### src/rtl/imem_ctrl_arb.sv
// Instruction RAM controller/arbiter: BOOT (loader-only writes, CPU held) then RUN (fetch/loader share one port).
// Latency: grants combinational, read data and rvalid one cycle after accept; addr_err one cycle after accept.
// Backpressure: a requester holds req until gnt; fetch has priority in RUN, loader is force-granted after STARVE_LIMIT losses.
// Optional feature: define IMEM_CTRL_WRLOCK_EN to suppress and flag loader writes once in RUN.
module imem_ctrl_arb #(
   parameter int DATA_WIDTH   = 32,
   parameter int ADDR_WIDTH   = 32,
   parameter int MEM_SIZE     = 512,
   parameter int STARVE_LIMIT = 4,
   localparam int IDX_W       = $clog2(MEM_SIZE)
) (
   input  logic                  clk,
   input  logic                  rst_n,
   input  logic                  fetch_req,
   input  logic [ADDR_WIDTH-1:0] fetch_addr,
   output logic                  fetch_gnt,
   output logic                  fetch_rvalid,
   output logic [DATA_WIDTH-1:0] fetch_rdata,
   input  logic                  ld_req,
   input  logic                  ld_we,
   input  logic [ADDR_WIDTH-1:0] ld_addr,
   input  logic [DATA_WIDTH-1:0] ld_wdata,
   input  logic                  ld_done,
   output logic                  ld_gnt,
   output logic                  ld_rvalid,
   output logic [DATA_WIDTH-1:0] ld_rdata,
   output logic                  cpu_hold,
   output logic                  addr_err,
   output logic                  mem_en,
   output logic                  mem_we,
   output logic [IDX_W-1:0]      mem_addr,
   output logic [DATA_WIDTH-1:0] mem_wdata,
   input  logic [DATA_WIDTH-1:0] mem_rdata
);

   localparam int CNT_W = $clog2(STARVE_LIMIT + 1);
   localparam logic [DATA_WIDTH-1:0] NOP_INSN = DATA_WIDTH'(32'h0000_0013);
   localparam logic [ADDR_WIDTH:0]   BYTE_LIMIT = (ADDR_WIDTH + 1)'(4 * MEM_SIZE);
   localparam logic [CNT_W-1:0]      STARVE_MAX = CNT_W'(STARVE_LIMIT);

   typedef enum logic {BOOT, RUN} state_t;

   state_t           state;
   logic [CNT_W-1:0] starve_cnt;
   logic             in_run;
   logic             starved;
   logic             fetch_err;
   logic             ld_range_err;
   logic             ld_misalign;
   logic             ld_lock;
   logic             ld_err;
   logic             ld_rd_acc;

   assign in_run  = (state == RUN);
   assign starved = (starve_cnt == STARVE_MAX);

   assign fetch_gnt = in_run && fetch_req && !(ld_req && starved);
   assign ld_gnt    = ld_req && (!in_run || !fetch_req || starved);
   assign ld_rd_acc = ld_gnt && !ld_we;

   assign fetch_err    = ({1'b0, fetch_addr} >= BYTE_LIMIT);
   assign ld_range_err = ({1'b0, ld_addr} >= BYTE_LIMIT);
   assign ld_misalign  = ld_we && (ld_addr[1:0] != 2'b00);
`ifdef IMEM_CTRL_WRLOCK_EN
   assign ld_lock      = in_run && ld_we;
`else
   assign ld_lock      = 1'b0;
`endif
   assign ld_err       = ld_range_err || ld_misalign || ld_lock;

   // Erroneous accesses are still granted but never reach the RAM.
   always_comb begin
      mem_en    = 1'b0;
      mem_we    = 1'b0;
      mem_addr  = fetch_addr[IDX_W+1:2];
      mem_wdata = ld_wdata;
      if (fetch_gnt) begin
         mem_en = !fetch_err;
      end else if (ld_gnt) begin
         mem_addr = ld_addr[IDX_W+1:2];
         mem_en   = !ld_err;
         mem_we   = ld_we && !ld_err;
      end
   end

   always_ff @(posedge clk or negedge rst_n) begin
      if (!rst_n) begin
         state        <= BOOT;
         cpu_hold     <= 1'b1;
         starve_cnt   <= '0;
         fetch_rvalid <= 1'b0;
         fetch_rdata  <= '0;
         ld_rvalid    <= 1'b0;
         ld_rdata     <= '0;
         addr_err     <= 1'b0;
      end else begin
         case (state)
            BOOT: if (ld_done) begin
               state    <= RUN;
               cpu_hold <= 1'b0;
            end
            RUN:  cpu_hold <= 1'b0;
            default: begin
               state    <= BOOT;
               cpu_hold <= 1'b1;
            end
         endcase

         // Counts consecutive RUN cycles the loader asked and lost; starved implies the loader wins.
         if (in_run && ld_req && !ld_gnt) begin
            if (!starved) starve_cnt <= starve_cnt + 1'b1;
         end else begin
            starve_cnt <= '0;
         end

         fetch_rvalid <= fetch_gnt;
         if (fetch_gnt) fetch_rdata <= fetch_err ? NOP_INSN : mem_rdata;

         ld_rvalid <= ld_rd_acc;
         if (ld_rd_acc) ld_rdata <= ld_err ? NOP_INSN : mem_rdata;

         addr_err <= (fetch_gnt && fetch_err) || (ld_gnt && ld_err);
      end
   end

endmodule

### config.mk
export PLATFORM = sky130hd
export DESIGN_NAME = imem_ctrl_arb
export DESIGN_NICKNAME = d
export VERILOG_FILES = /design/src/rtl/imem_ctrl_arb.sv
export SDC_FILE = /design/constraint.sdc
export NUM_CORES = 1
export LEC_CHECK = 0
export CAP_MARGIN = 5
export CORE_MARGIN = 2
export CORE_UTILIZATION = 35
export CTS_CLUSTER_DIAMETER = 60
export DETAILED_ROUTE_END_ITERATION = 8
export PLACE_DENSITY = 0.79
export SLEW_MARGIN = 20
export SYNTH_ARGS = -nofsm -noshare
export SYNTH_HDL_FRONTEND = slang
export SYNTH_SLANG_ARGS = --single-unit
### constraint.sdc
create_clock -name clk -period 1.9 [get_ports clk]
set_input_delay 0.285 -clock clk [delete_from_list [all_inputs] [get_ports clk]]
set_output_delay 0.285 -clock clk [all_outputs]
set_load 0.01 [all_outputs]
==> summary.txt <==
Outcome
  – Failing checks: negative setup slack
  – Status: finished, violations left

Layout
  – Nets: 595
  – Antenna diodes: 0
  – Fillers: 805
  – Final instance area: 5340 um^2
  – Syn-to-layout area delta: 57.6%
  – Share of layout cells above drive strength 1: 23.5%

Floorplanning
  – Core area: 9330 um^2
  – Die Area: 10500 um^2
  – Num rows: 35
  – Die width: 102 um
  – Initial Util: 36.3%
  – Top Ports: 247
  – Die Ht: 102 um

Power
  – Clock power share: 41.5%
  – Sequential share of power: 46.2%
  – Gate power share: 12.3%
  – Switching share of power: 23.0%
  – Pleak: 2.40 nW
  – Net Sw Power: 0.767 mW
  – Peak supply drop: 0.000381 V
  – Pwr dens: 625 nW/um^2
  – P_int: 2.57 mW

Synth
  – Most frequent cells after synthesis: dfrtp_1 (71), buf_4 (35), nand2_1 (31)
  – Post-Synthesis Cell Area: 3390 um^2
  – EDFF count, synth: 0
  – Library cells used by synthesis: 32
  – #FFs+latches synth: 72
  – Register area share after synthesis: 53.3%
  – Syn_nets: 433
  – Cell taking the most area after synthesis: dfrtp_1
  – Share of synthesized flip-flops with an asynchronous set or reset: 100%
  – Ranking of synthesized cells by area: dfrtp_1 (52%), buf_4 (7.8%), a22o_2 (6.5%)
  – Cells after synthesis: 297
  – Synth Area per Inst: 11.4 um^2
  – YS warnings: 0
  – Most common cell in the netlist: dfrtp_1
  – Yosys top cell area share: 52.5%
  – Most used DFF post-synth: dfrtp_1

STA
  – Max-slew violation count: 0
  – Final WS setup: -0.0785 ns
  – TNS Setup: -0.498 ns
  – Skew final: 0.00990 ns
  – Worst hold slack: 0.394 ns
  – Setup violations, final: 11
  – Final hold violations: 0
  – Slew headroom: 73.4%
  – Period utilization: 104%
  – Fmax achieved: 505 MHz
  – Actual slew at the worst max-slew pin: 0.400 ns
  – RSZ-0062 raised after global routing: true
  – Tmin final: 1.98 ns

Drt
  – Vias/cell: 4.79
  – Initial DRC count: 72
  – DR WL/cell: 16.1 um
  – Post-route ant nets: 0
  – Via Count: 2843
  – Post-route DRC: 0
  – Total Wirelength: 9.53 mm
  – Pre-antenna DRT Iters: 4

Setup path
  – Type of origin of the critical path: flip-flop
  – Crit path DAT: 1.69 ns
  – Crit end category: primary output
  – Crit Path Class: flip-flop to primary output
  – Reg2Reg Setup Slack: 0.09 ns
  – Data required time of the worst path: 1.62 ns
  – Crit Path Max Fanout: 12

Placed design
  – I/O Buffers: 180
  – Final HPWL DP: 6.91 mm
  – Placer Congestion: 0.772
  – Placed Area: 5120 um^2

Clock network
  – Clock root cell: clkbuf_8
  – Clock-pin slew on the worst setup and hold paths: 0.08 ns
  – CTS tree: done
  – CTS buffer count: 9
  – Skew-Pair Late Insertion Delay: 0.34 ns
  – Clk buf depth: 2
  – H-tree levels: 3
  – Clock sinks: 72

Hold path
  – Hold Crit Class: primary input to async pin

Global route
  – First-pass GRT wire length: 14.6 mm
  – Vias in the first global route: 2909
  – Initial antenna violation count: 0
  – Remaining Overflow, GRT: 0
  – GRT Total Usage: 18.3%
  – Largest net degree at the start of global routing: 33

Job
  – Maxcap violations: 0
[per-layer routing]
metal  GRT usage, %  up-vias  share of wire (%)
li1               -     1329                  -
met1           23.8     1359                 43
met2           28.5      135                 48
met3           5.20       20                7.0
met4           8.00        0                1.7
met5              0        -                  0
[cell families after synthesis]
group / synth area share, %
compound gates: 18.4
fa+ha+maj: 0.739
buf+inv: 13.2
flops: 53.3
simple gates: 14.4
[final cells by class]
cell class / count / area (um^2) / area share (%)
Tap cell: 129 / 161 / 3.03
Timing Repair Buffer: 201 / 1950 / 36.5
Multi-Input combinational cell: 165 / 1160 / 21.7
Inverter: 10 / 37.5 / 0.704
Sequential cell: 72 / 1800 / 33.8
Clock buffer: 10 / 138 / 2.58
Clock inverter: 6 / 90.1 / 1.69
[critical path, cell delays in order (launching register included)]
cell	delay (ns)
dfrtp_1	0.39
inv_1	0.07
ha_2	0.20
nand2_2	0.06
a21o_1	0.19
inv_2	0.07
buf_12	0.12
and3_1	0.14
buf_2	0.12
[path summary, 6_finish.rpt]
check | start | endpoint | depth (start not counted)
max | starve_cnt[0] | mem_we | 8
min | rst_n | fetch_rdata[20] | 2
max reg2reg | starve_cnt[0] | ld_rdata[30] | 8
min reg2reg | cpu_hold | cpu_hold | 2
max in group asynchronous | rst_n | fetch_rdata[1] | 3
min in group clk | cpu_hold | cpu_hold | 2
[power groups by stage]
stage | Clock (mW) | Combinational [mW] | Sequential, mW
after floorplan | 0 | 0.160 | 1.57
after global placement | 0 | 0.416 | 1.57
after detailed placement | 0 | 0.421 | 1.57
after CTS | 1.44 | 0.412 | 1.54
after global routing | 1.52 | 0.446 | 1.54
final | 1.38 | 0.410 | 1.54
[metrics by stage]
stage	setup WS (ns)	power (mW)	utilization, %	instances
floorplan	0.231	1.73	-	297
global placement	-0.414	1.99	54.9	574
detailed placement	-0.447	1.99	54.9	574
CTS	-0.136	3.39	57.0	592
global route	-0.188	3.50	57.2	593
finish	-0.0785	3.33	57.2	593
[state kept, by name, summed over array words and instances (netlist names)]
name          flops
cpu_hold          1
addr_err          1
in_run            1
ld_rvalid         1
starve_cnt        3
ld_rdata         32
fetch_rdata      32
fetch_rvalid      1
[placed cells by master, fill, tap and decap left out, types with 4 or more instances in the layout]
master           count
nor2b_1             29
a22o_1               7
nor2_1              10
nand2_1             29
buf_12               4
nor4_1               6
a31o_1               4
buf_4               16
buf_2               12
clkdlybuf4s50_1    166
a22o_2              22
a21oi_1              4
a31o_2              25
clkbuf_8            10
inv_1                9
dfrtp_1             71
[timing repair]
action / in CTS / in global routing
endpoints found under the hold margin: 25 / 0
endpoints found under the setup margin: 13 / 13
gates resized for setup: 55 / 3
pin swaps: 3 / 2
hold buffers: 1 / 0
setup buffers: 1 / 1
Power figures use the tool's default switching activity.
